$ cat src/rtl/div_shift_sub_pkg.sv
// div_shift_sub_pkg: FSM state type and default width shared by the multiplier/divider family.
package div_shift_sub_pkg;
  typedef enum logic [1:0] {IDLE, RUN, DONE} state_t;
  localparam int DEF_WIDTH = 8;
endpackage

$ cat src/rtl/div_shift_sub_step.sv
// div_step: one restoring-division iteration (shift in dividend bit, compare, conditionally subtract).
module div_step #(
  parameter int WIDTH = 8
) (
  input  logic [WIDTH:0]   rem,
  input  logic             dbit,
  input  logic [WIDTH-1:0] divisor,
  output logic [WIDTH:0]   rem_next,
  output logic             qbit
);
  logic [WIDTH+1:0] sh;
  always_comb begin
    sh = {rem, dbit};
    qbit = sh >= (WIDTH+2)'(divisor);
    rem_next = qbit ? (WIDTH+1)'(sh - (WIDTH+2)'(divisor)) : sh[WIDTH:0];
  end
endmodule

$ cat src/rtl/div_shift_sub.sv
// div_shift_sub: sequential restoring divider, one quotient bit per clock.
// Optional DIV_ZERO_FLAG_EN adds a div_zero output and a short path for a zero divisor.
module div_shift_sub
  import div_shift_sub_pkg::*;
#(
  parameter int WIDTH = DEF_WIDTH
) (
  input  logic             clk,
  input  logic             rst,
  input  logic             start,
  input  logic [WIDTH-1:0] dividend,
  input  logic [WIDTH-1:0] divisor,
  output logic             busy,
  output logic             done,
  output logic [WIDTH-1:0] quotient,
  output logic [WIDTH-1:0] remainder
`ifdef DIV_ZERO_FLAG_EN
  ,
  output logic             div_zero
`endif
);
  localparam int CW = $clog2(WIDTH + 1);
  state_t state, state_nx;
  logic [CW-1:0] cnt;
  logic [WIDTH-1:0] dvd, dvs;
  logic [WIDTH:0] rem, rem_nx;
  logic qbit, accept, last;
  div_step #(.WIDTH(WIDTH)) u_step (
    .rem(rem),
    .dbit(dvd[WIDTH-1]),
    .divisor(dvs),
    .rem_next(rem_nx),
    .qbit(qbit)
  );
  always_comb begin
    accept = state == IDLE && start;
    last = state == RUN && cnt == CW'(1);
    state_nx = accept ? RUN : last ? DONE : state == DONE ? IDLE : state;
    busy = state == RUN;
    done = state == DONE;
  end
`ifdef DIV_ZERO_FLAG_EN
  logic dz;
  // A zero divisor spends a single cycle in RUN and then reports the fixed result.
  always_ff @(posedge clk) begin
    if (rst) begin
      dz <= 1'b0;
      div_zero <= 1'b0;
    end else if (accept) begin
      dz <= divisor == '0;
      div_zero <= 1'b0;
    end else if (last) begin
      div_zero <= dz;
    end
  end
`endif
  // dvd doubles as the quotient shift register: dividend bits leave at the top, quotient bits enter at the bottom.
  always_ff @(posedge clk) begin
    if (rst) begin
      state <= IDLE;
      cnt <= '0;
      dvd <= '0;
      dvs <= '0;
      rem <= '0;
      quotient <= '0;
      remainder <= '0;
    end else begin
      state <= state_nx;
      if (accept) begin
        dvd <= dividend;
        dvs <= divisor;
        rem <= '0;
`ifdef DIV_ZERO_FLAG_EN
        cnt <= divisor == '0 ? CW'(1) : CW'(WIDTH);
`else
        cnt <= CW'(WIDTH);
`endif
      end else if (state == RUN) begin
        dvd <= {dvd[WIDTH-2:0], qbit};
        rem <= rem_nx;
        cnt <= cnt - 1'b1;
      end
      if (last) begin
`ifdef DIV_ZERO_FLAG_EN
        quotient <= dz ? '1 : {dvd[WIDTH-2:0], qbit};
        remainder <= dz ? dvd : rem_nx[WIDTH-1:0];
`else
        quotient <= {dvd[WIDTH-2:0], qbit};
        remainder <= rem_nx[WIDTH-1:0];
`endif
      end
    end
  end
endmodule
$ cat config.mk
export PLATFORM = sky130hd
export DESIGN_NAME = div_shift_sub
export DESIGN_NICKNAME = d
export VERILOG_FILES = /design/src/rtl/div_shift_sub_pkg.sv /design/src/rtl/div_shift_sub_step.sv /design/src/rtl/div_shift_sub.sv
export SDC_FILE = /design/constraint.sdc
export NUM_CORES = 1
export LEC_CHECK = 0
export CAP_MARGIN = 20
export CELL_PAD_IN_SITES_DETAIL_PLACEMENT = 1
export CELL_PAD_IN_SITES_GLOBAL_PLACEMENT = 1
export CORE_MARGIN = 2
export CORE_UTILIZATION = 42
export DETAILED_ROUTE_END_ITERATION = 8
export GPL_TIMING_DRIVEN = 1
export PLACE_DENSITY = 0.86
export SYNTH_ARGS = -nofsm -noshare
export SYNTH_HDL_FRONTEND = slang
export SYNTH_SLANG_ARGS = --single-unit
$ cat constraint.sdc
create_clock -name clk -period 4.61 [get_ports clk]
set_input_delay 0.6915 -clock clk [delete_from_list [all_inputs] [get_ports clk]]
set_output_delay 0.6915 -clock clk [all_outputs]
set_load 0.02 [all_outputs]
# == After elaboration in Yosys (flattened, before gate mapping) ==
# Index checks and enable logic that the tools add are counted.
# word_totals
out_inout_bits,18
wordCells,30
ff_bits,47
inputBits,19
# op_classes
order_cmp,1
add_sub_neg,2
n_eq_ne,3
mux,8
reduce_logical,7
# ops
cell,count
$mux W8,2
$ge A10 B8 Y1,1
$mux W9,1
$sub A9 B8 Y9,1
$mux W4,2
$eq A4 B1 Y1 const B,1
$mux W2,2
$reduce_bool A2 Y1,2
$sub A4 B1 Y4 const B,1
$reduce_bool A3 Y1,1
$eq A2 B1 Y1 const B,1
$eq A2 B2 Y1 const B,1
$logic_and A1 B1 Y1,2
$logic_not A2 Y1,1
$reduce_or A2 Y1,1
$mux W1,1

# == Longest topological paths before layout ==
# Gate-level depths: netlist (run 1).
# logic_depth
depth_word,4
ltp_mapped,10
mapped_depth_nobuf,9

# == Modules after synthesis ==
# From an unflattened synthesis (run 1), not the netlist that was laid out.
# hier_totals
hier_cells,298
hier_area_um2,2555.0
# modules_own_cells
mod,area_per_inst_um2,seq_area_each_um2,cells_per_inst,n_inst
div_shift_sub,2031.9,940.9,223,1
div_step,523.0,0.0,75,1

# == Worst setup path before layout (run 1) ==
# OpenSTA, ideal clock, no wires.
# synth_timing
kind,reg2reg
startpoint,register dvd[7]
endpoint,register remainder[0]
arrival_time_ns,2.386
path_slack_ns,2.139
stages_incl_launch_ff,10
synth_period_minus_slack_ns,2.471
path_cell_list,dfxtp_1 > inv_1 > ha_1 > inv_1 > fa_1 > a211oi_4 > o211ai_2 > a2111oi_1 > mux2_2 > a211oi_1
# synth_between
elab_chain_len,2
# synth_lines
element,line_no,source
from (decl),div_shift_sub.sv:25,"logic [WIDTH-1:0] dvd, dvs;"
from (signal assigned),div_shift_sub.sv:70,dvd <= dividend;
from (signal assigned),div_shift_sub.sv:79,"dvd <= {dvd[WIDTH-2:0], qbit};"
$sub A9 B8 Y9 or $ge A10 B8 Y1 (tied branches),"div_shift_sub_step.sv:15, div_shift_sub_step.sv:14",
$mux W9 *,div_shift_sub_step.sv:15,rem_next = qbit ? (WIDTH+1)'(sh - (WIDTH+2)'(divisor)) : sh[WIDTH:0];
to (signal assigned),div_shift_sub.sv:89,remainder <= rem_nx[WIDTH-1:0];
to (decl),div_shift_sub.sv:16,output logic [WIDTH-1:0] remainder
# Mark *: on every way between the ends. The rest lies on a longest branch, timed or not.
# A chain may end at the register's enable or synchronous reset.

# == Worst setup path in the final report (run 1) ==
# layout_timing
startpoint,register state[0]
endpoint,output busy
# layout_between
elab_chain_len,1
# layout_lines
element,line_no,source
from (decl),div_shift_sub.sv:23,"state_t state, state_nx;"
from (signal assigned),div_shift_sub.sv:68,state <= state_nx;
$eq A2 B1 Y1,div_shift_sub.sv:39,busy = state == RUN;
to (decl),div_shift_sub.sv:13,"output logic busy,"
# No other way between the ends.

==> results of run 1 <==
cells in the mapped netlist (3+ instances only):
cell type | count | area [sq um]
nand2_1 | 40 | 150
inv_1 | 21 | 78.8
nor2_1 | 39 | 146
o21ai_1 | 4 | 20.0
nor3_1 | 8 | 40.0
xor2_1 | 5 | 43.8
mux2i_1 | 6 | 60.1
a21oi_1 | 35 | 175
nand2b_1 | 5 | 31.3
xnor2_1 | 3 | 26.3
a211oi_1 | 7 | 52.6
ha_1 | 10 | 125
dfxtp_1 | 47 | 941
nand3_1 | 8 | 40.0
o21ai_0 | 7 | 35.0
clkbuf_1 | 12 | 45.0
cell families after synthesis:
family	count (synthesis)	synth area share
AO/OA/AOI/OAI	69	0.189
XOR/XNOR	8	0.0296
adder cells (fa/ha/maj)	11	0.0613
buffers and inverters	36	0.0613
flip-flops	47	0.397
multiplexers	8	0.0349
AND/OR/NAND/NOR	116	0.227
metrics by stage:
stage / worst slack, ns / instances / utilization / power [mW]
after floorplan: 2.14 / 295 / - / 0.679
after global placement: 1.91 / 391 / 0.509 / 0.740
after detailed placement: 1.80 / 391 / 0.509 / 0.752
after CTS: 1.48 / 399 / 0.534 / 1.12
after global routing: 1.26 / 399 / 0.534 / 1.18
final: 1.44 / 399 / 0.534 / 1.12
area by class of cell:
class | count | share of cell area
Clock inverter | 3 | 0.0244
Clock buffer | 5 | 0.0235
Tap cell | 72 | 0.0308
Multi-Input combinational cell | 212 | 0.442
Inverter | 21 | 0.0270
Sequential cell | 47 | 0.322
Timing Repair Buffer | 39 | 0.131
layer usage:
metal	GRT usage	wire length, microns	part of all wire
met1	0.281	2930	0.47
met2	0.371	3000	0.48
met3	0.0364	156	0.025
met4	0.0810	153	0.025
met5	0	0	0
power by group through the flow:
| stage | sequential, mW | clock (mW) | combinational (mW) |
|---|---|---|---|
| after detailed placement | 0.464 | 0 | 0.288 |
| after CTS | 0.455 | 0.378 | 0.291 |
| after global placement | 0.462 | 0 | 0.278 |
| after global routing | 0.459 | 0.397 | 0.321 |
| final | 0.455 | 0.373 | 0.289 |
| after floorplan | 0.456 | 0 | 0.223 |
flip-flops by register name (all words and copies together) (netlist names):
signal     count
quotient       8
state          2
dvs            8
remainder      8
cnt            4
dvd            8
rem            9
worst reg2reg max path, delay by kind of cell (launching register included):
| kind | cells | cell delay (ns) |
|---|---|---|
| buf+inv | 2 | 0.12 |
| fa+ha+maj | 2 | 0.59 |
| compound gates | 4 | 1.28 |
| mux | 1 | 0.36 |
| flops | 1 | 0.33 |
final timing paths:
kind | to | start | cells past startpoint | slack [ns]
max | busy | state[0] | 3 | 1.44
min | quotient[2] | quotient[2] | 2 | 0.46
max reg2reg | remainder[2] | dvd[7] | 9 | 1.82
min reg2reg | quotient[2] | quotient[2] | 2 | 0.46
==> qor.csv, run 1 <==
metric;value;unit
worst-path fanout max;20;
Worst EP required;3.92;ns
DR vias;2137;
Slew HR;0.474;
final period utilization;0.689;
final instance area;2920;sq um
footprint of the multi-input gates;1290;sq um
CP arrival;2.48;ns
Core Rows;27;
asr flop ratio synth;0;
I/O pins;37;
worst-margin pin slew;0.785;ns
CP delay by family, top;buffers and inverters;
Post-synth EDFFs;0;
Sw Ratio;0.308;
pwr dens;382;nW/um^2
layout cell share with drive strength beyond 1;0.0673;
vias in the first global route;2233;
DRT Pass-1 Iters;4;
commonest non-fill, non-tap cells in the layout;dfxtp_1 (47), nand2_1 (40), nor2_1 (39), clkdlybuf4s50_1 (36), a21oi_1 (35);
crit-path cells;nand2b_1, inv_1, clkdlybuf4s50_1;
WHS;0.457;ns
Buf/Inv on CP;2;
clock root cell;clkbuf_8;
Die X;79.1;microns
Congestion Overflow GR;0;
H-tree Lvls;2;
1st-iter DRT viols;91;
setup tns final;0;ns
total core area;5470;sq um
CTS tree;yes;
Pleak;1.11;nW
clock sink count;47;
first-pass GRT wire length;10800;microns
Routed Antenna Nets;0;
syn nets;325;
Syn Inst Count;295;
Die Area;6260;sq um
routed vias/inst;5.36;
Die H;79.1;microns
clock power share;0.334;
Mapped Area;2370;sq um
Crit Path Category;register to output pin;
Mean Syn Cell Area;8.03;sq um
ANT cells;0;
CP Launch Type;register;
largest net degree at the start of global routing;37;
Worst path slowest cell;clkdlybuf4s50_1;
outcome;completed;
worst vdd ir;0.000208;V
top_reg_cell synth;dfxtp_1;
area post-placement;2780;sq um
final hold violations;0;
Post CTS Setup Buffer Count;0;
CP max stage delay;0.71;ns
Final Skew;0.00577;ns
placed wire-length estimate;4590;microns
clk buf depth;2;
endpoints failing setup;0;
fin nets;356;
Starting Density;0.433;
Routed WL per cell;15.6;microns
worst-skew pair later-pin latency;0.31;ns
initial antenna violation count;0;
post-CTS sizing;0;
synthesized flop and latch total;47;
Seq pwr share;0.407;
area delta synth->final;23.5;%
Syn. warnings;0;
Comb pwr share;0.259;
drt drc;0;
Reg clk slew, reported paths;0.09;ns
crit path time final;3.17;ns
sequential area share after synthesis;0.397;
max-cap violations;0;
CTS Buf Count;5;
GRT Util Overall;0.219;
Cell Int Power;0.773;mW
unrepaired setup endpoints after global routing;no;
Yosys cell types;47;
most common cell after layout, fill and taps aside;dfxtp_1;
filler cell count;679;
CTS Hold Buffers Added;0;
Max Slew Vio Count;0;
Sw Pwr;0.344;mW
Register Area;941;sq um
Max Fclk;315;MHz
routability cong.;0.844;
Worst Setup End Kind;output pin;
Detailed Route WL;6240;microns
Min-Delay Path Class;register to register;
I/O Buffers;36;
Power figures use the tool's default switching activity.
==> run 2: changes to the inputs <==
--- a/config.mk
+++ b/config.mk
@@ -9,10 +9,10 @@
 export CELL_PAD_IN_SITES_DETAIL_PLACEMENT = 1
 export CELL_PAD_IN_SITES_GLOBAL_PLACEMENT = 1
 export CORE_MARGIN = 2
-export CORE_UTILIZATION = 42
+export CORE_UTILIZATION = 35
 export DETAILED_ROUTE_END_ITERATION = 8
 export GPL_TIMING_DRIVEN = 1
-export PLACE_DENSITY = 0.86
+export PLACE_DENSITY = 0.76
 export SYNTH_ARGS = -nofsm -noshare
 export SYNTH_HDL_FRONTEND = slang
 export SYNTH_SLANG_ARGS = --single-unit
==> constraint.sdc (replaced) <==
create_clock -name clk -period 2.8 [get_ports clk]
set_input_delay 0.42 -clock clk [delete_from_list [all_inputs] [get_ports clk]]
set_output_delay 0.42 -clock clk [all_outputs]
set_load 0.02 [all_outputs]
==> run 2 against run 1 <==
Net effect:
- sequential share of layout area shrank 0.31 points
- combinational power is 76% higher
- clock power is 35% higher
- sequential power grew 63%
- cell count increased by 2.8%
- final area is 0.98% higher
==> qor.csv, run 2 (synthesis gave the netlist of run 1 again) <==
metric;value;unit
outcome;completed;
Crit Path Category;register to register;
Routed Antenna Nets;0;
total core area;6460;sq um
1st-iter DRT viols;63;
H-tree Lvls;2;
Post CTS Setup Buffer Count;0;
CTS Hold Buffers Added;0;
DRT Pass-1 Iters;4;
placed wire-length estimate;4380;microns
vias in the first global route;2176;
Final Skew;0.00920;ns
WHS;0.461;ns
GRT Util Overall;0.175;
CTS Buf Count;5;
layout cell share with drive strength beyond 1;0.0871;
Die H;86.3;microns
CP arrival;2.85;ns
Non-Filler Instances;410;
clock root cell;clkbuf_8;
hold path depth;2;
I/O Buffers;36;
Max Fclk;382;MHz
CP Launch Type;register;
Worst EP required;3.03;ns
Max Slew Vio Count;0;
Detailed Route WL;6090;microns
Reg clk slew, reported paths;0.09;ns
Congestion Overflow GR;0;
final hold violations;0;
max-cap violations;0;
endpoints failing setup;0;
drt drc;0;
crit path time final;2.62;ns
setup tns final;0;ns
dpl cells;402;
clk buf depth;2;
Die X;86.3;microns
initial antenna violation count;0;
Die Area;7440;sq um
pwr dens;594;nW/um^2
ANT cells;0;
clock sink count;47;
unrepaired setup endpoints after global routing;no;
max reg flops;9;
R2R depth;9;
Starting Density;0.367;
Sw Pwr;0.554;mW
I/O pins;37;
Pleak;1.13;nW
most common cell after layout, fill and taps aside;dfxtp_1;
Slew HR;0.524;
worst vdd ir;0.000275;V
commonest non-fill, non-tap cells in the layout;dfxtp_1 (47), nand2_1 (40), nor2_1 (39), clkdlybuf4s50_1 (36), a21oi_1 (35);
first-pass GRT wire length;10300;microns
area delta synth->final;24.7;%
CTS tree;yes;
Core Rows;29;
DR vias;2109;
Cell Int Power;1.20;mW
final period utilization;0.936;
Sw Ratio;0.316;
Worst Setup End Kind;register;
largest reg by FF count;rem;
routed vias/inst;5.14;
Comb pwr share;0.290;
Seq pwr share;0.422;
Design Power;1.75;mW
clock power share;0.288;
Routed WL per cell;14.9;microns
Min-Delay Path Class;register to register;
worst-path fanout max;3;
fin nets;362;
largest net degree at the start of global routing;36;
routability cong.;0.834;
worst-margin pin slew;0.712;ns
worst-skew pair later-pin latency;0.30;ns
-- run 2: cell count changes in the layout (fill, tap and decap cells not counted) --
cell	before	now
a2111oi_1	1	0
buf_4	3	9
clkinv_4	0	1
inv_8	1	0
bufinv_16	2	1
clkinv_2	0	1
a2111oi_2	0	1
-- run 2: layer usage --
layer | global-route usage | routed length, microns | up-vias
li1 | - | - | 1074
met1 | 0.248 | 3160 | 997
met2 | 0.271 | 2700 | 32
met3 | 0.0305 | 140 | 6
met4 | 0.0540 | 87 | 0
met5 | 0 | 0 | -
-- run 2: worst max-delay path, stage by stage, from the launching register on --
cell and delay (ns):
dfxtp_1 0.33, inv_1 0.06, ha_1 0.16, inv_1 0.07, fa_1 0.44, a211oi_4 0.31
o211ai_2 0.17, a2111oi_2 0.39, mux2_2 0.39, a211oi_1 0.22
-- run 2: cell type report --
type | instances | area [sq um]
Clock buffer | 5 | 68.8
Clock inverter | 3 | 43.8
Fill cell | 781 | 3510
Inverter | 21 | 78.8
Multi-Input combinational cell | 212 | 1300
Sequential cell | 47 | 941
Tap cell | 77 | 96.3
Timing Repair Buffer | 45 | 428
-- run 2: final timing paths --
kind,from,to,slack (ns)
worst min-delay path,dvs[5],dvs[5],0.46
worst max-delay path,dvd[7],remainder[0],0.18
worst min register to register,dvs[5],dvs[5],0.46
worst max register to register,dvd[7],remainder[0],0.18
-- run 2: metrics by stage --
step / util / setup WS (ns) / cell area [sq um]
5_1_grt: 0.457 / 0.0269 / 2950
3_3_place_gp: 0.439 / 0.226 / 2840
6_report: 0.457 / 0.180 / 2950
2_1_floorplan: - / 0.329 / 2370
3_5_place_dp: 0.439 / 0.159 / 2840
4_1_cts: 0.456 / 0.0927 / 2950
-- run 2: what timing repair did --
action	in CTS	in global routing
endpoints found under the hold margin	0	0
endpoints found under the setup margin	0	1
resized for setup	0	1
-- run 2: power groups by stage --
stage          Sequential [mW]  Combinational (mW)  Clock (mW)
2_1_floorplan            0.752               0.367           0
3_3_place_gp             0.755               0.495           0
3_5_place_dp             0.756               0.502           0
4_1_cts                  0.740               0.506       0.519
5_1_grt                  0.747               0.566       0.549
6_report                 0.740               0.509       0.505
==> run 3: changes to the inputs <==
--- a/config.mk
+++ b/config.mk
@@ -13,6 +13,7 @@
 export DETAILED_ROUTE_END_ITERATION = 8
 export GPL_TIMING_DRIVEN = 1
 export PLACE_DENSITY = 0.76
+export RECOVER_POWER = 100
 export SYNTH_ARGS = -nofsm -noshare
 export SYNTH_HDL_FRONTEND = slang
 export SYNTH_SLANG_ARGS = --single-unit
==> run 3 against run 2 <==
Net effect:
- sequential share of layout area up 0.24 points
- final area down 0.76%
- count of clock-buffer cells in the layout unchanged
- cell count unchanged
- clock power about the same
==> qor.csv, run 3 (synthesis gave the netlist of run 1 again) <==
metric;value;unit
ANT cells;0;
drt drc;0;
capturing point of the worst reg2reg path;remainder[0];
clock power share;0.290;
first-pass GRT wire length;10300;microns
Die X;86.3;microns
Die H;86.3;microns
Sw Ratio;0.315;
Sw Pwr;0.550;mW
Congestion Overflow GR;0;
Final Skew;0.00975;ns
final hold violations;0;
endpoints failing setup;0;
1st-iter DRT viols;84;
CP Launch Type;register;
setup tns final;0;ns
Max Fclk;381;MHz
I/O pins;37;
max reg flops;9;
Routed Antenna Nets;0;
reg2reg start;dvd[7];
Seq pwr share;0.424;
CP delay by family, top;compound AO/OA/AOI/OAI gates;
worst vdd ir;0.000275;V
clk buf depth;2;
Min-Delay Path Class;register to register;
WHS Endpoint;remainder[7];
outcome;completed;
Die Area;7440;sq um
layout cell share with drive strength beyond 1;0.0781;
I/O Buffers;36;
most common cell after layout, fill and taps aside;dfxtp_1;
vias in the first global route;2176;
total core area;6460;sq um
pwr dens;595;nW/um^2
CTS tree;yes;
Max Slew Vio Count;0;
Slew HR;0.521;
Cell Int Power;1.19;mW
DR vias;2103;
fin nets;362;
Worst EP required;3.02;ns
initial antenna violation count;0;
unrepaired setup endpoints after global routing;no;
max-cap violations;0;
routability cong.;0.834;
WHS;0.455;ns
worst-margin pin slew;0.716;ns
largest net degree at the start of global routing;36;
CTS Hold Buffers Added;0;
GRT Util Overall;0.175;
CP arrival;2.85;ns
Buf/Inv on CP;2;
final period utilization;0.937;
hold path start;remainder[7];
worst-skew pair later-pin latency;0.30;ns
largest reg by FF count;rem;
Pleak;1.17;nW
Reg clk slew, reported paths;0.09;ns
CP max stage delay;0.44;ns
R2R Setup Slk;0.18;ns
Detailed Route WL;6050;microns
Worst Setup End Kind;register;
area delta synth->final;23.7;%
Core Rows;29;
worst-path fanout max;3;
H-tree Lvls;2;
CTS Buf Count;5;
DRT Pass-1 Iters;4;
placed wire-length estimate;4380;microns
commonest non-fill, non-tap cells in the layout;dfxtp_1 (47), nand2_1 (40), nor2_1 (39), a21oi_1 (35), inv_1 (21);
Starting Density;0.367;
hold path depth;2;
Comb pwr share;0.287;
Routed WL per cell;14.7;microns
R2R depth;9;
Crit Path Category;register to register;
critical path's most frequent cell;inv_1;
crit-path cells;inv_1, ha_1, inv_1, fa_1, a211oi_4, o211ai_2, a2111oi_2, mux2_2, a211oi_1;
clock root cell;clkbuf_8;
Worst path slowest cell;fa_1;
crit path time final;2.62;ns
clock sink count;47;
routed vias/inst;5.13;
-- run 3: worst max-delay path by stage --
stage	start	end	slack, ns	depth (start not counted)
2_1_floorplan	dvd[7]	remainder[0]	0.33	9
3_3_place_gp	dvd[7]	remainder[0]	0.23	9
3_5_place_dp	dvd[7]	remainder[0]	0.16	9
4_1_cts	dvd[7]	remainder[0]	0.09	9
5_1_grt	dvd[7]	remainder[0]	0.03	9
6_report	dvd[7]	remainder[0]	0.18	9
-- run 3: routing by layer --
metal | wire, microns | part of all wire | GRT usage | vias up
met5 | 0 | 0 | 0 | -
met4 | 88 | 0.015 | 0.0540 | 0
met3 | 136 | 0.022 | 0.0305 | 6
met2 | 2670 | 0.44 | 0.271 | 31
met1 | 3150 | 0.52 | 0.248 | 991
li1 | - | - | - | 1075
-- run 3: final cells by class --
class / instances / area (sq um)
flip-flops and latches: 47 / 941
clock inverters: 3 / 43.8
repair buffers: 45 / 414
multi-input cells: 212 / 1290
inverters: 21 / 78.8
fillers: 784 / 3530
clock buffers: 5 / 68.8
well taps: 77 / 96.3
-- run 3: worst min-delay path, cell delays in order (launching register included) --
cell     delay, ns
dfxtp_1       0.33
nand2_1       0.05
nand3_1       0.05
-- run 3: power groups by stage --
stage | combinational, mW | clock [mW] | sequential (mW)
global route | 0.559 | 0.549 | 0.746
finish | 0.501 | 0.505 | 0.739
detailed placement | 0.502 | 0 | 0.756
global placement | 0.495 | 0 | 0.755
floorplan | 0.367 | 0 | 0.752
CTS | 0.506 | 0.519 | 0.740
-- run 3: timing repair --
action,in CTS,in global routing
hold endpoints to repair,0,0
setup buffers,0,0
resized for setup,0,1
endpoints found under the setup margin,0,1
-- run 3: through the flow --
stage / total power [mW] / setup slack, ns / utilization / std cells / cell area, sq um
finish: 1.74 / 0.176 / 0.454 / 410 / 2930
global route: 1.85 / 0.0269 / 0.454 / 410 / 2930
CTS: 1.76 / 0.0927 / 0.456 / 410 / 2950
detailed placement: 1.26 / 0.159 / 0.439 / 402 / 2840
global placement: 1.25 / 0.226 / 0.439 / 402 / 2840
floorplan: 1.12 / 0.329 / - / 295 / 2370
